===== src/rtl/frame_streamer_pkg.sv =====
// ---------------------------------------------------------------------------
// frame_streamer_pkg
// Shared definitions for the frame streaming / edge-detection blocks:
// default image geometry and pixel width, the derived frame RAM address
// width, the streamer FSM state type and the per-pixel marker bundle.
// ---------------------------------------------------------------------------
package frame_streamer_pkg;

    localparam int PIX_BITS   = 8;
    localparam int IMG_WIDTH  = 480;
    localparam int IMG_HEIGHT = 272;

    // Bits needed to index n items; never returns less than 1 so that
    // degenerate dimensions (n = 1) still give a legal vector width.
    function automatic int clog2_min1(input int n);
        return (n <= 1) ? 1 : $clog2(n);
    endfunction

    function automatic int addr_width(input int w, input int h);
        return clog2_min1(w * h);
    endfunction

    localparam int IMG_ADDR_W = addr_width(IMG_WIDTH, IMG_HEIGHT);

    typedef enum logic [1:0] {
        S_IDLE   = 2'd0,
        S_FETCH  = 2'd1,
        S_HBLANK = 2'd2,
        S_DRAIN  = 2'd3
    } fs_state_t;

    typedef struct packed {
        logic sof;
        logic sol;
        logic eol;
        logic eof;
    } marks_t;

    localparam int MARK_W = $bits(marks_t);

endpackage


===== src/rtl/frame_streamer_if.sv =====
// ---------------------------------------------------------------------------
// frame_streamer_if
// Raster pixel stream: data plus frame/line markers with a valid/ready
// handshake. A beat transfers on a rising clock edge where pix_valid and
// pix_ready are both high.
//   master : drives pix_out, pix_valid, sof, sol, eol, eof; samples pix_ready
//   slave  : samples the stream; drives pix_ready
// ---------------------------------------------------------------------------
interface frame_streamer_if #(
    parameter int BITSIZE = 8
);
    logic [BITSIZE-1:0] pix_out;
    logic               pix_valid;
    logic               pix_ready;
    logic               sof;
    logic               sol;
    logic               eol;
    logic               eof;

    modport master (
        output pix_out,
        output pix_valid,
        output sof,
        output sol,
        output eol,
        output eof,
        input  pix_ready
    );

    modport slave (
        input  pix_out,
        input  pix_valid,
        input  sof,
        input  sol,
        input  eol,
        input  eof,
        output pix_ready
    );
endinterface


===== src/rtl/frame_streamer_skid2.sv =====
// ---------------------------------------------------------------------------
// frame_streamer_skid2
// Two-entry FIFO with a registered head. Push and pop in the same cycle are
// legal even when full (the popped slot is the one rewritten), so order is
// kept and the count stays put.
// Ports:
//   clk, rst   : clock, synchronous active-low reset (contents cleared)
//   push, din  : write request and data
//   pop        : read request; ignored when empty
//   dout       : head entry
//   count      : number of valid entries (0..2)
// ---------------------------------------------------------------------------
module frame_streamer_skid2 #(
    parameter int DW = 12
) (
    input  logic          clk,
    input  logic          rst,
    input  logic          push,
    input  logic [DW-1:0] din,
    input  logic          pop,
    output logic [DW-1:0] dout,
    output logic [1:0]    count
);

    logic [DW-1:0] slot_q [2];
    logic [DW-1:0] slot_d [2];
    logic          rd_ptr_q, rd_ptr_d;
    logic          wr_ptr_q, wr_ptr_d;
    logic [1:0]    count_q, count_d;
    logic          do_push;
    logic          do_pop;

    always_comb begin
        do_pop   = pop && (count_q != 2'd0);
        do_push  = push && ((count_q != 2'd2) || do_pop);
        slot_d   = slot_q;
        rd_ptr_d = rd_ptr_q ^ do_pop;
        wr_ptr_d = wr_ptr_q ^ do_push;
        count_d  = count_q;
        if (do_push) begin
            slot_d[wr_ptr_q] = din;
        end
        case ({do_push, do_pop})
            2'b10:   count_d = count_q + 2'd1;
            2'b01:   count_d = count_q - 2'd1;
            default: count_d = count_q;
        endcase
    end

    always_ff @(posedge clk) begin
        if (!rst) begin
            slot_q[0] <= '0;
            slot_q[1] <= '0;
            rd_ptr_q  <= 1'b0;
            wr_ptr_q  <= 1'b0;
            count_q   <= 2'd0;
        end else begin
            slot_q    <= slot_d;
            rd_ptr_q  <= rd_ptr_d;
            wr_ptr_q  <= wr_ptr_d;
            count_q   <= count_d;
        end
    end

    assign dout  = slot_q[rd_ptr_q];
    assign count = count_q;

endmodule


===== src/rtl/frame_streamer.sv =====
// ---------------------------------------------------------------------------
// frame_streamer
// Reads one WIDTH x HEIGHT frame from a synchronous RAM (1-cycle read
// latency) in row-major order and emits it as a pixel stream with
// sof/sol/eol/eof markers. Reads are credit-limited so the 2-entry output
// FIFO can never overflow under backpressure.
// Ports:
//   clk, rst          : clock, synchronous active-low reset
//   start             : begin a frame (only honoured when idle)
//   busy, done        : frame in progress; pulse on last-pixel handshake
//   mem_en, mem_addr  : RAM read request
//   mem_rdata         : RAM data, valid one cycle after mem_en
//   pix               : pixel stream (master side)
//
// state    | meaning
// ---------+-----------------------------------------------------------
// S_IDLE   | waiting for start; counters parked at 0
// S_FETCH  | issuing one read per cycle while credit allows
// S_HBLANK | HBLANK idle cycles between lines, output keeps draining
// S_DRAIN  | all reads issued; waiting for the eof pixel to hand off
// ---------------------------------------------------------------------------
module frame_streamer
    import frame_streamer_pkg::*;
#(
    parameter int BITSIZE = PIX_BITS,
    parameter int WIDTH   = IMG_WIDTH,
    parameter int HEIGHT  = IMG_HEIGHT,
    parameter int ADDR_W  = addr_width(WIDTH, HEIGHT),
    parameter int HBLANK  = 0
) (
    input  logic               clk,
    input  logic               rst,
    input  logic               start,
    output logic               busy,
    output logic               done,
    output logic               mem_en,
    output logic [ADDR_W-1:0]  mem_addr,
    input  logic [BITSIZE-1:0] mem_rdata,
    frame_streamer_if.master   pix
);

    localparam int COL_W  = clog2_min1(WIDTH);
    localparam int ROW_W  = clog2_min1(HEIGHT);
    localparam int HB_W   = clog2_min1(HBLANK + 1);
    localparam int FIFO_W = BITSIZE + MARK_W;

    localparam logic [COL_W-1:0] COL_LAST = COL_W'(WIDTH - 1);
    localparam logic [ROW_W-1:0] ROW_LAST = ROW_W'(HEIGHT - 1);
    // Blanking is a down-counter: load HBLANK-1, leave on terminal count 0.
    localparam logic [HB_W-1:0]  HB_LOAD  = HB_W'((HBLANK > 0) ? HBLANK - 1 : 0);

    fs_state_t          state_q, state_d;
    logic [COL_W-1:0]   col_q, col_d;
    logic [ROW_W-1:0]   row_q, row_d;
    logic [ADDR_W-1:0]  addr_q, addr_d;
    logic [HB_W-1:0]    hb_q, hb_d;
    logic               outstanding_q, outstanding_d;
    marks_t             marks_q, marks_d;

    logic [FIFO_W-1:0]  fifo_dout;
    logic [1:0]         fifo_count;
    marks_t             head_marks;
    logic [BITSIZE-1:0] head_pix;
    marks_t             fetch_marks;
    logic               pix_valid_c;
    logic               pop;
    logic               issue;
    logic               done_c;
    logic [2:0]         inflight;

    // The read issued last cycle lands in the FIFO this cycle along with
    // the markers computed when it was issued.
    frame_streamer_skid2 #(
        .DW (FIFO_W)
    ) u_fifo (
        .clk   (clk),
        .rst   (rst),
        .push  (outstanding_q),
        .din   ({marks_q, mem_rdata}),
        .pop   (pop),
        .dout  (fifo_dout),
        .count (fifo_count)
    );

    assign head_marks = marks_t'(fifo_dout[FIFO_W-1 -: MARK_W]);
    assign head_pix   = fifo_dout[BITSIZE-1:0];

    always_comb begin
        pix_valid_c = (fifo_count != 2'd0);
        pop         = pix_valid_c && pix.pix_ready;
        // Entries that will occupy the FIFO once the in-flight read lands;
        // a new read is only safe if that leaves room for it.
        inflight    = {1'b0, fifo_count} + {2'b00, outstanding_q} - {2'b00, pop};
        issue       = (state_q == S_FETCH) && (inflight < 3'd2);

        fetch_marks.sof = (col_q == '0) && (row_q == '0);
        fetch_marks.sol = (col_q == '0);
        fetch_marks.eol = (col_q == COL_LAST);
        fetch_marks.eof = (col_q == COL_LAST) && (row_q == ROW_LAST);

        state_d       = state_q;
        col_d         = col_q;
        row_d         = row_q;
        addr_d        = addr_q;
        hb_d          = hb_q;
        outstanding_d = issue;
        marks_d       = issue ? fetch_marks : marks_q;
        done_c        = 1'b0;

        case (state_q)
            S_IDLE: begin
                if (start) begin
                    state_d = S_FETCH;
                    col_d   = '0;
                    row_d   = '0;
                    addr_d  = '0;
                end
            end
            S_FETCH: begin
                if (issue) begin
                    addr_d = addr_q + ADDR_W'(1);
                    if (col_q == COL_LAST) begin
                        col_d = '0;
                        if (row_q == ROW_LAST) begin
                            state_d = S_DRAIN;
                        end else begin
                            row_d = row_q + ROW_W'(1);
                            if (HBLANK > 0) begin
                                state_d = S_HBLANK;
                                hb_d    = HB_LOAD;
                            end
                        end
                    end else begin
                        col_d = col_q + COL_W'(1);
                    end
                end
            end
            S_HBLANK: begin
                if (hb_q == '0) begin
                    state_d = S_FETCH;
                end else begin
                    hb_d = hb_q - HB_W'(1);
                end
            end
            S_DRAIN: begin
                if (pop && head_marks.eof) begin
                    done_c  = 1'b1;
                    state_d = S_IDLE;
                end
            end
            default: state_d = S_IDLE;
        endcase
    end

    always_ff @(posedge clk) begin
        if (!rst) begin
            state_q       <= S_IDLE;
            col_q         <= '0;
            row_q         <= '0;
            addr_q        <= '0;
            hb_q          <= '0;
            outstanding_q <= 1'b0;
            marks_q       <= '0;
        end else begin
            state_q       <= state_d;
            col_q         <= col_d;
            row_q         <= row_d;
            addr_q        <= addr_d;
            hb_q          <= hb_d;
            outstanding_q <= outstanding_d;
            marks_q       <= marks_d;
        end
    end

    assign busy     = (state_q != S_IDLE);
    assign done     = done_c;
    assign mem_en   = issue;
    assign mem_addr = addr_q;

    // Outputs are forced low when no pixel is presented so stale FIFO
    // contents never leak onto the stream.
    assign pix.pix_valid = pix_valid_c;
    assign pix.pix_out   = pix_valid_c ? head_pix : '0;
    assign pix.sof       = pix_valid_c && head_marks.sof;
    assign pix.sol       = pix_valid_c && head_marks.sol;
    assign pix.eol       = pix_valid_c && head_marks.eol;
    assign pix.eof       = pix_valid_c && head_marks.eof;

endmodule


===== src/flat_wrapper.sv =====
// flat-port wrapper written by rule: the top's interface ports become plain ports
module frame_streamer_flat import frame_streamer_pkg::*;
#(
    parameter int BITSIZE = PIX_BITS,
    parameter int WIDTH   = IMG_WIDTH,
    parameter int HEIGHT  = IMG_HEIGHT,
    parameter int ADDR_W  = addr_width(WIDTH, HEIGHT),
    parameter int HBLANK  = 0
)
  (clk, rst, start, busy, done, mem_en, mem_addr, mem_rdata, pix_pix_out, pix_pix_valid, pix_sof, pix_sol, pix_eol, pix_eof, pix_pix_ready);
  frame_streamer_if #(.BITSIZE(BITSIZE)) pix_i ();
  input  logic clk;
  input  logic rst;
  input  logic start;
  output logic busy;
  output logic done;
  output logic mem_en;
  output logic [ADDR_W-1:0] mem_addr;
  input  logic [BITSIZE-1:0] mem_rdata;
  output wire logic [$bits(pix_i.pix_out)-1:0] pix_pix_out;
  output wire logic [$bits(pix_i.pix_valid)-1:0] pix_pix_valid;
  output wire logic [$bits(pix_i.sof)-1:0] pix_sof;
  output wire logic [$bits(pix_i.sol)-1:0] pix_sol;
  output wire logic [$bits(pix_i.eol)-1:0] pix_eol;
  output wire logic [$bits(pix_i.eof)-1:0] pix_eof;
  input wire logic [$bits(pix_i.pix_ready)-1:0] pix_pix_ready;
  assign pix_pix_out = pix_i.pix_out;
  assign pix_pix_valid = pix_i.pix_valid;
  assign pix_sof = pix_i.sof;
  assign pix_sol = pix_i.sol;
  assign pix_eol = pix_i.eol;
  assign pix_eof = pix_i.eof;
  assign pix_i.pix_ready = pix_pix_ready;
  frame_streamer #(.BITSIZE(BITSIZE), .WIDTH(WIDTH), .HEIGHT(HEIGHT), .ADDR_W(ADDR_W), .HBLANK(HBLANK)) u_core (.clk(clk), .rst(rst), .start(start), .busy(busy), .done(done), .mem_en(mem_en), .mem_addr(mem_addr), .mem_rdata(mem_rdata), .pix(pix_i));
endmodule

===== config.mk =====
export PLATFORM = sky130hd
export DESIGN_NAME = frame_streamer_flat
export DESIGN_NICKNAME = d
export VERILOG_FILES = /design/src/rtl/frame_streamer_pkg.sv /design/src/rtl/frame_streamer_if.sv /design/src/rtl/frame_streamer_skid2.sv /design/src/rtl/frame_streamer.sv /design/src/flat_wrapper.sv
export SDC_FILE = /design/constraint.sdc
export NUM_CORES = 1
export LEC_CHECK = 0
export CAP_MARGIN = 20
export CORE_MARGIN = 2
export CORE_UTILIZATION = 30
export DETAILED_ROUTE_END_ITERATION = 7
export SLEW_MARGIN = 20
export SYNTH_ARGS = -nofsm -noshare
export SYNTH_HDL_FRONTEND = slang
export SYNTH_SLANG_ARGS = --single-unit

===== constraint.sdc =====
create_clock -name clk -period 2.7 [get_ports clk]
set_clock_uncertainty 0.1 [all_clocks]
set_input_delay 0.54 -clock clk [delete_from_list [all_inputs] [get_ports clk]]
set_output_delay 0.54 -clock clk [all_outputs]
set_load 0.01 [all_outputs]

==> run_results.csv, run 1 <==
group,metric,value,unit
sta,period_needed,2.86,ns
cts,clock_sinks,70,
logic_synthesis,ys.flop_type,"dfxtp_1",
finish,final_cells,621,
detailed_routing,wl_per_cell,14.2,µm
global_route,grt_pass1_vias,2974,
worst_setup_path,worstPathCellList,"nor2_4, inv_2, and2_4, ha_4, nand2b_4, fa_2, xnor2_2, buf_4, nand3_2, inv_2, buf_6",
logic_synthesis,synth_top_area_share,40.5,%
power,p_int,2.55,mW
cts,cts_htree_levels,3,
power,ir_worst_vdd,0.482,mV
finish,final_nets,495,
worst_hold_path,min-delay-start,"u_core.mem_addr[15]",
logic_synthesis,synth.area.top_cells,"dfxtp_1, mux2i_1, nor2_1, or3_1, nand2_1",
logic_synthesis,synth_cell_types,49,
worst_setup_path,worst-path-buf-inv,4,
floorplan,coreArea,0.0113,mm²
power,power.switching,1.08,mW
worst_setup_path,r2r_start,"u_core.u_fifo.count[1]",
sta,hold_violations,0,
worst_setup_path,cpMostUsedCell,"inv_2",
placed_design,placed_area,0.00427,mm²
detailed_routing,drt-pass1-iter-count,4,
finish,fin_util,44.2,%
worst_setup_path,max_stage_delay,0.37,ns
cts,cts_tree,"done",
logic_synthesis,async_flop_share,0,%
logic_synthesis,yosysWarnings,0,
worst_setup_path,start_kind,"flip-flop",
global_route,grt_util_all_layers,14.5,%
detailed_routing,drc_errors,0,
global_route,grt_max_degree,32,
floorplan,die_w,111,µm
cts,cts_hold_buf,0,
power,cellPowerDensity,725,mW/mm²
sta,fmax,0.350,GHz
placed_design,place.port_buffers,44,
worst_setup_path,cp.arrival,2.22,ns
cts,clk_latency,0.33,ns
power,finalPower,3.63,mW
worst_setup_path,cp-startpoint,"u_core.u_fifo.count[1]",
logic_synthesis,synth_edf_count,0,
sta,tns,-0.761,ns
placed_design,place_congestion,0.798,
worst_setup_path,cp_max_fo,2,
worst_setup_path,slowest_stage,"fa_2",
floorplan,fp.dieH,111,µm
cts,cts_buffer_depth,2,
detailed_routing,vias,3149,
floorplan,ios,45,
detailed_routing,wirelength,8850,µm
sta,slew_violations,0,
power,clock_power_share,33.7,%
job,drv_cap,0,
floorplan,die-area,0.0124,mm²
finish,n_antenna_cell,0,
sta,finalSetupViolCount,13,
worst_setup_path,end_kind,"primary output",
logic_synthesis,synth_fp_nets,416,
finish,syn_to_final_growth,44.5,%
sta,setup_ws,-0.159,ns
power,switching_share,29.7,%
power,pwr-share-comb,34.1,%
finish,design_area,0.00500,mm²
floorplan,floorplan.initialDensity,30.6,%
finish,drive_gt1_share,22.2,%
detailed_routing,detail_route.iter0.violations,107,
worst_setup_path,cp.required,2.06,ns
global_route,grt-ovfl-total,0,
cts,cts_root_buffer,"clkbuf_16",
cts,cts_buffers,9,
status,violations,"setup timing",
global_route,antenna_found_initial,0,
logic_synthesis,syn_inst,394,
floorplan,num_rows,39,
placed_design,pre_cts_slack,-0.810,ns
sta,worstMarginPinSlew,1.03,ns
power,leakagePower,1.74,nW
global_route,grt_pass1_wl,14900,µm
power,seq_power_share,32.2,%
sta,post-route-period-util,106,%
logic_synthesis,syn_area_per_cell,8.79,µm²
sta,hold-worst-slack,0.380,ns
detailed_routing,vias_per_cell,5.07,
placed_design,placed_cells,589,
sta,rsz0062_at_grt,"yes",
logic_synthesis,syn_area,0.00346,mm²
detailed_routing,ant_nets,0,
worst_setup_path,critical_path_class,"flip-flop to primary output",
finish,fill_cells,1093,
logic_synthesis,synth_largest_area_cell,"dfxtp_1",
cts,cts.clk_slew.worst_paths,0.06,ns
status,outcome,"finished, violations left",
placed_design,post-dp-hpwl,5820,µm
worst_hold_path,hold_path_class,"flip-flop to flip-flop",
logic_synthesis,ys_seq_area_share,40.5,%
worst_setup_path,cp_top_family,"adder cells",
logic_synthesis,synth-seq-cells,70,
sta,relSlewSlack,31.1,%
[sequential cells by signal, indices dropped and copies added, names as in the netlist]
name and cells:
u_core.outstanding_q 1, u_core.mem_addr 17, u_core.u_fifo.wr_ptr_q 1, u_core.col_q 9, u_core.u_fifo.count 2, u_core.u_fifo.rd_ptr_q 1, u_core.u_fifo.slot_q 24, u_core.row_q 9
u_core.state_q 2, u_core.marks_q 4
[repair_timing]
action                     in CTS  in global routing
resized for setup              28                 37
hold endpoints to repair        0                  0
cloned                          1                  0
pin swaps                      27                 18
setup buffers                  12                  4
setup endpoints to repair      39                 34
[cells by family (layout without fill, tap and decap cells)]
group                    after synthesis  in the layout  share of synthesized area [%]
AO/OA/AOI/OAI                         60             60                           11.3
XOR/XNOR                               6              6                           1.73
adder cells (fa/ha/maj)               10             10                           3.83
buffers and inverters                 32            116                           4.12
flip-flops                            70             70                           40.5
multiplexers                          47             47                           13.6
AND/OR/NAND/NOR                      169            169                           25.0
[layout by cell type, fill, tap and decap left out, types with 3 or more instances in the layout]
cell type and n:
a21oi_1 16, clkbuf_16 9, a21oi_2 8, inv_1 10, or4_1 3, nor2_1 48
dfxtp_1 68, and4_1 3, and2_1 4, clkinv_1 3, nand2_1 33, clkdlybuf4s50_1 42
xor2_1 3, or4_4 4, nor4_4 3, a211oi_4 4, or3_1 22, buf_4 29
mux2i_1 47, ha_1 8, and3_1 5, o31ai_1 3, o21ai_0 8, buf_6 12
nand4_1 9, nand3_1 15
[power groups by stage]
stage                     combinational, mW  clock [mW]  sequential (mW)
after floorplan                       0.567           0             1.19
after global placement                0.926           0             1.19
after detailed placement              0.940           0             1.19
after CTS                              1.16        1.25             1.17
after global routing                   1.34        1.31             1.18
final                                  1.24        1.22             1.17
[layout make-up]
type / instances / area [µm²] / share of cell area [%]
tap: 143 / 179 / 3.58
clock buffer: 10 / 229 / 4.58
multi-input combinational: 292 / 2200 / 44.0
inverter: 12 / 45.0 / 0.900
timing repair buffer: 88 / 865 / 17.3
sequential: 70 / 1410 / 28.1
clock inverter: 6 / 76.3 / 1.53
[per-layer routing]
metal,global-route usage (%),part of all wire (%)
met2,23.1,48
met4,5.60,0.96
met3,2.40,3.0
met1,19.8,48
met5,0,0
[path summary, 6_finish.rpt]
check	slack, ns	end	depth (start not counted)
worst max-delay path	-0.16	mem_en	11
worst min register to register	0.38	u_core.mem_addr[15]	2
worst max register to register	-0.13	u_core.mem_addr[3]	14
worst min-delay path	0.38	u_core.mem_addr[15]	2
[tightest hold or removal path, cell delays in order (launching register included)]
cell,delay (ns)
dfxtp_1,0.33
nand2_1,0.06
mux2i_1,0.05
[cell usage after synthesis, types with 2 or more instances]
cell type,count
buf_1,4
or4_1,7
mux2i_1,47
a21oi_1,24
nor3_1,2
xor2_1,3
o311ai_1,2
nor4_1,5
and4_1,3
xnor2_1,2
nand3_1,16
nand4_1,9
clkbuf_1,9
and2_1,5
buf_4,3
nand2_1,34
and3_1,5
ha_1,9
nand3b_1,2
o41ai_1,2
or3_1,22
nor2_1,49
dfxtp_1,70
o21ai_0,8
inv_1,12
buf_2,3
nand2b_1,3
o21ai_1,2
o31ai_1,6
a211oi_1,7
(Power assumes the default switching activity.)
==> run 2, diff against run 1 <==
--- a/config.mk
+++ b/config.mk
@@ -6,9 +6,10 @@
 export NUM_CORES = 1
 export LEC_CHECK = 0
 export CAP_MARGIN = 20
-export CORE_MARGIN = 2
+export CORE_MARGIN = 1.5
 export CORE_UTILIZATION = 30
 export DETAILED_ROUTE_END_ITERATION = 7
+export GPL_ROUTABILITY_DRIVEN = 0
 export SLEW_MARGIN = 20
 export SYNTH_ARGS = -nofsm -noshare
 export SYNTH_HDL_FRONTEND = slang
==> run 2 against run 1 <==
Net effect: the run still ends with setup timing left; clock-buffer cell count increased by 1; fmax decreased by 1.8%; clock power increased by 8%; utilization increased by 0.93 points; via count increased by 0.95%; hold slack improved by 0.0031 ns; die area decreased by 1.8%; global-route usage increased by 0.082 points; power increased by 4.7%.
==> run_results.csv, run 2 (synthesis results as in run 1) <==
group,metric,value,unit
status,outcome,"finished, violations left",
status,violations,"setup timing",
power,p_int,2.69,mW
finish,final_common_cell,"dfxtp_1",
sta,finalSetupViolCount,31,
cts,cts_buffers,9,
finish,syn_to_final_growth,47.5,%
placed_design,place.port_buffers,44,
job,drv_cap,0,
cts,cts_root_buffer,"clkbuf_16",
floorplan,num_rows,39,
cts,cts_tree,"done",
sta,fmax,0.343,GHz
sta,hold_violations,0,
detailed_routing,detail_route.iter0.violations,128,
sta,tns,-2.56,ns
floorplan,fp.dieH,110,µm
finish,largest_register,"u_core.u_fifo.slot_q",
sta,rsz0062_at_grt,"yes",
worst_setup_path,max_stage_delay,0.39,ns
global_route,grt_util_all_layers,14.6,%
sta,slew_violations,0,
global_route,grt_max_degree,27,
cts,cts_hold_buf,0,
detailed_routing,vias,3179,
floorplan,coreArea,0.0113,mm²
worst_setup_path,start_kind,"flip-flop",
detailed_routing,drt-pass1-iter-count,4,
cts,cts_htree_levels,3,
worst_setup_path,cp_max_fo,2,
worst_setup_path,cp.arrival,2.27,ns
sta,post-route-period-util,108,%
worst_setup_path,critical_path_class,"flip-flop to primary output",
power,leakagePower,1.77,nW
sta,worstMarginPinSlew,1.05,ns
sta,relSlewSlack,29.9,%
global_route,grt_pass1_wl,14800,µm
detailed_routing,vias_per_cell,5.14,
cts,cts_buffer_depth,2,
worst_setup_path,worstPathCellList,"nor2_4, inv_2, and2_4, ha_4, nand2b_4, fa_2, xnor2_2, buf_4, nand3_4, inv_2, buf_6",
finish,drive_gt1_share,23.9,%
power,ir_worst_vdd,0.501,mV
sta,setup_ws,-0.213,ns
power,finalPower,3.80,mW
placed_design,post-dp-hpwl,5760,µm
cts,clk_latency,0.33,ns
sta,period_needed,2.91,ns
worst_setup_path,end_kind,"primary output",
placed_design,pre_cts_slack,-0.809,ns
global_route,grt-ovfl-total,0,
floorplan,floorplan.initialDensity,30.6,%
detailed_routing,drc_errors,0,
finish,final_cells,619,
power,clock_power_share,34.7,%
finish,n_antenna_cell,0,
finish,layout_common_cells,"dfxtp_1, nor2_1, mux2i_1",
detailed_routing,wl_per_cell,14.5,µm
power,power.switching,1.11,mW
worst_setup_path,cpMostUsedCell,"inv_2",
global_route,grt_pass1_vias,3029,
finish,largest_reg_flops,24,
power,seq_power_share,30.6,%
worst_hold_path,hold_path_class,"flip-flop to flip-flop",
finish,final_nets,493,
floorplan,ios,45,
global_route,antenna_found_initial,0,
cts,cts.clk_slew.worst_paths,0.05,ns
power,cellPowerDensity,744,mW/mm²
floorplan,die_w,110,µm
cts,clock_sinks,70,
detailed_routing,wirelength,9000,µm
worst_setup_path,cp.required,2.06,ns
floorplan,die-area,0.0122,mm²
power,pwr-share-comb,34.7,%
power,switching_share,29.3,%
worst_setup_path,slowest_stage,"fa_2",
placed_design,placed_cells,590,
detailed_routing,ant_nets,0,
run 2: changes by cell type in the layout (fill, tap and decap cells not counted), moves of 2 or more:
cell     change
buf_6        -5
o21ai_0      -3
buf_12       +2
or3_4        +4
or3_1        -4
o21ai_2      +3
a21oi_1      -4
a21oi_2      +3
run 2: worst max-delay path, delay by kind of cell, from the launching register on:
| family | cells | cell delay (ns) |
|---|---|---|
| XOR/XNOR | 1 | 0.21 |
| buffers and inverters | 4 | 0.35 |
| flip-flops | 1 | 0.34 |
| AND/OR/NAND/NOR | 4 | 0.45 |
| adder cells (fa/ha/maj) | 2 | 0.59 |
run 2: stage by stage:
| step | hold slack, ns | util (%) | area (µm²) |
|---|---|---|---|
| after floorplan | 0.349 | - | 3520 |
| after global placement | 0.362 | 37.7 | 4270 |
| after detailed placement | 0.373 | 37.7 | 4270 |
| after CTS | 0.386 | 43.1 | 4880 |
| after global routing | 0.409 | 45.1 | 5110 |
| final | 0.383 | 45.1 | 5110 |
run 2: area by class of cell:
type | count | area (µm²)
tap | 143 | 179
clock inverter | 5 | 97.6
multi-input combinational | 292 | 2270
clock buffer | 11 | 233
sequential | 70 | 1410
inverter | 12 | 45.0
timing repair buffer | 86 | 881
fill | 1073 | 6210
run 2: path summary, 6_finish.rpt:
path | from | end | slack [ns] | cells past startpoint
setup reg to reg | u_core.u_fifo.count[0] | u_core.mem_addr[3] | -0.16 | 13
hold reg to reg | u_core.marks_q[2] | u_core.marks_q[2] | 0.38 | 2
hold / removal | u_core.marks_q[2] | u_core.marks_q[2] | 0.38 | 2
setup / recovery | u_core.u_fifo.count[0] | mem_en | -0.21 | 11
run 2: power by group through the flow:
stage / logic (mW) / clock network [mW] / registers (mW)
3_5_place_dp: 0.946 / 0 / 1.19
5_1_grt: 1.42 / 1.39 / 1.17
2_1_floorplan: 0.567 / 0 / 1.19
3_3_place_gp: 0.923 / 0 / 1.18
6_report: 1.32 / 1.32 / 1.16
4_1_cts: 1.22 / 1.34 / 1.16
run 2: metal layers:
layer	global-route usage [%]	up-vias	part of all wire [%]
met1	18.5	1547	45
met2	24.4	44	50
met5	0	-	0
met3	2.85	13	2.5
li1	-	1575	-
met4	5.90	0	1.9
run 2: timing repair:
action	4_1_cts	5_1_grt
setup buffers	7	5
endpoints found under the setup margin	39	38
gates resized for setup	36	40
cloned	3	0
pin swaps	34	15
==> run 3, diff against run 2 <==
--- a/config.mk
+++ b/config.mk
@@ -5,10 +5,12 @@
 export SDC_FILE = /design/constraint.sdc
 export NUM_CORES = 1
 export LEC_CHECK = 0
+export ABC_CLOCK_PERIOD_IN_PS = 2700
 export CAP_MARGIN = 20
 export CORE_MARGIN = 1.5
 export CORE_UTILIZATION = 30
 export DETAILED_ROUTE_END_ITERATION = 7
+export DONT_BUFFER_PORTS = 1
 export GPL_ROUTABILITY_DRIVEN = 0
 export SLEW_MARGIN = 20
 export SYNTH_ARGS = -nofsm -noshare
==> run 3 against run 2 <==
Net effect: the run still ends with setup timing left; largest cell class unchanged; via count is 5.9% lower; routed wire length is 2.0% lower; critical endpoint is now u_core.mem_addr[14]; sequential share of layout area is 3.4 points higher; flip-flop and latch count stayed put.
==> run_results.csv, run 3 (synthesis results as in run 1) <==
group,metric,value,unit
status,outcome,"finished, violations left",
status,violations,"setup timing",
cts,cts.clk_slew.worst_paths,0.06,ns
worst_setup_path,cp_top_family,"simple AND/OR/NAND/NOR gates",
sta,hold_violations,0,
detailed_routing,vias,2993,
sta,fmax,0.350,GHz
sta,period_needed,2.86,ns
floorplan,die_w,110,µm
placed_design,placed_cells,542,
floorplan,coreArea,0.0113,mm²
floorplan,num_rows,39,
sta,slew_violations,0,
global_route,grt_pass1_wl,14500,µm
detailed_routing,vias_per_cell,5.25,
floorplan,floorplan.initialDensity,30.6,%
finish,final_nets,444,
worst_setup_path,start_kind,"flip-flop",
power,leakagePower,1.57,nW
finish,syn_to_final_growth,31.2,%
worst_setup_path,cp.arrival,2.99,ns
finish,n_antenna_cell,0,
sta,worstMarginPinSlew,0.935,ns
global_route,grt-ovfl-total,0,
global_route,grt_pass1_vias,2947,
finish,layout_common_cells,"dfxtp_1, nor2_1, mux2i_1",
sta,post-route-period-util,106,%
detailed_routing,drt-pass1-iter-count,4,
worst_setup_path,end_kind,"flip-flop",
finish,drive_gt1_share,24.4,%
global_route,grt_max_degree,40,
worst_setup_path,cp_max_fo,5,
floorplan,die-area,0.0122,mm²
cts,cts_root_buffer,"clkbuf_16",
cts,cts_buffer_depth,2,
placed_design,post-dp-hpwl,5650,µm
power,cellPowerDensity,829,mW/mm²
power,finalPower,3.77,mW
detailed_routing,ant_nets,0,
finish,largest_reg_flops,24,
worst_hold_path,hold_path_class,"input port to flip-flop",
detailed_routing,detail_route.iter0.violations,201,
sta,finalSetupViolCount,17,
cts,clk_latency,0.34,ns
sta,setup_ws,-0.160,ns
floorplan,ios,45,
worst_setup_path,max_stage_delay,0.51,ns
detailed_routing,wl_per_cell,15.5,µm
worst_setup_path,critical_path_class,"flip-flop to flip-flop",
sta,rsz0062_at_grt,"yes",
worst_setup_path,worst-path-buf-inv,3,
cts,cts_buffers,9,
floorplan,fp.dieH,110,µm
worst_setup_path,slowest_stage,"or4_4",
power,ir_worst_vdd,0.424,mV
placed_design,place.port_buffers,0,
worst_setup_path,worstPathCellList,"nor2_4, inv_2, and2_4, ha_4, nand2b_4, fa_2, xnor2_2, buf_4, a31oi_4, clkbuf_16, or4_4, mux2i_1",
finish,final_common_cell,"dfxtp_1",
detailed_routing,drc_errors,0,
finish,final_cells,570,
detailed_routing,wirelength,8820,µm
cts,clock_sinks,70,
global_route,antenna_found_initial,0,
cts,cts_tree,"done",
finish,largest_register,"u_core.u_fifo.slot_q",
cts,cts_htree_levels,3,
global_route,grt_util_all_layers,14.7,%
cts,cts_hold_buf,0,
sta,relSlewSlack,37.5,%
worst_setup_path,cp.required,2.83,ns
job,drv_cap,0,
placed_design,pre_cts_slack,-0.208,ns
[run 3: worst paths after layout]
check	start	end	slack, ns	cells after the start
setup reg to reg	u_core.u_fifo.count[1]	u_core.mem_addr[14]	-0.16	12
hold / removal	rst	u_core.u_fifo.rd_ptr_q	0.23	1
hold reg to reg	u_core.marks_q[0]	u_core.marks_q[0]	0.38	2
setup / recovery	u_core.u_fifo.count[1]	u_core.mem_addr[14]	-0.16	12
[run 3: routing by layer]
layer	GRT usage (%)	routed length (µm)	share of wire (%)	vias up
li1	-	-	-	1471
met5	0	0	0	-
met3	4.45	404	4.6	13
met4	7.61	187	2.1	0
met2	22.8	4310	49	49
met1	18.3	3910	44	1460
[run 3: cell type report]
cell class | count | area [µm²]
Clock buffer | 10 | 229
Clock inverter | 6 | 134
Fill cell | 1122 | 6780
Inverter | 12 | 47.5
Multi-Input combinational cell | 292 | 2200
Sequential cell | 70 | 1410
Tap cell | 143 | 179
Timing Repair Buffer | 37 | 350
[run 3: what timing repair did]
| action | 4_1_cts | 5_1_grt |
|---|---|---|
| setup endpoints to repair | 33 | 39 |
| cloned | 2 | 0 |
| pin swaps | 31 | 9 |
| resized for setup | 21 | 35 |
| buffers inserted | 5 | 7 |
[run 3: where the power goes]
| group | switching [mW] | internal [mW] | leakage, nW |
|---|---|---|---|
| registers | 0.0605 | 1.11 | 0.567 |
| clock network | 0.454 | 0.996 | 0.177 |
| logic | 0.580 | 0.568 | 0.823 |
[run 3: through the flow]
stage / instance area, µm² / setup TNS, ns / util [%] / hold WS [ns]
6_report: 4550 / -0.806 / 40.2 / 0.228
5_1_grt: 4550 / -4.73 / 40.2 / 0.235
4_1_cts: 4370 / -2.16 / 38.6 / 0.215
3_5_place_dp: 3810 / -4.63 / 33.6 / 0.374
3_3_place_gp: 3810 / -2.84 / 33.6 / 0.368
2_1_floorplan: 3520 / -0.00465 / - / 0.349
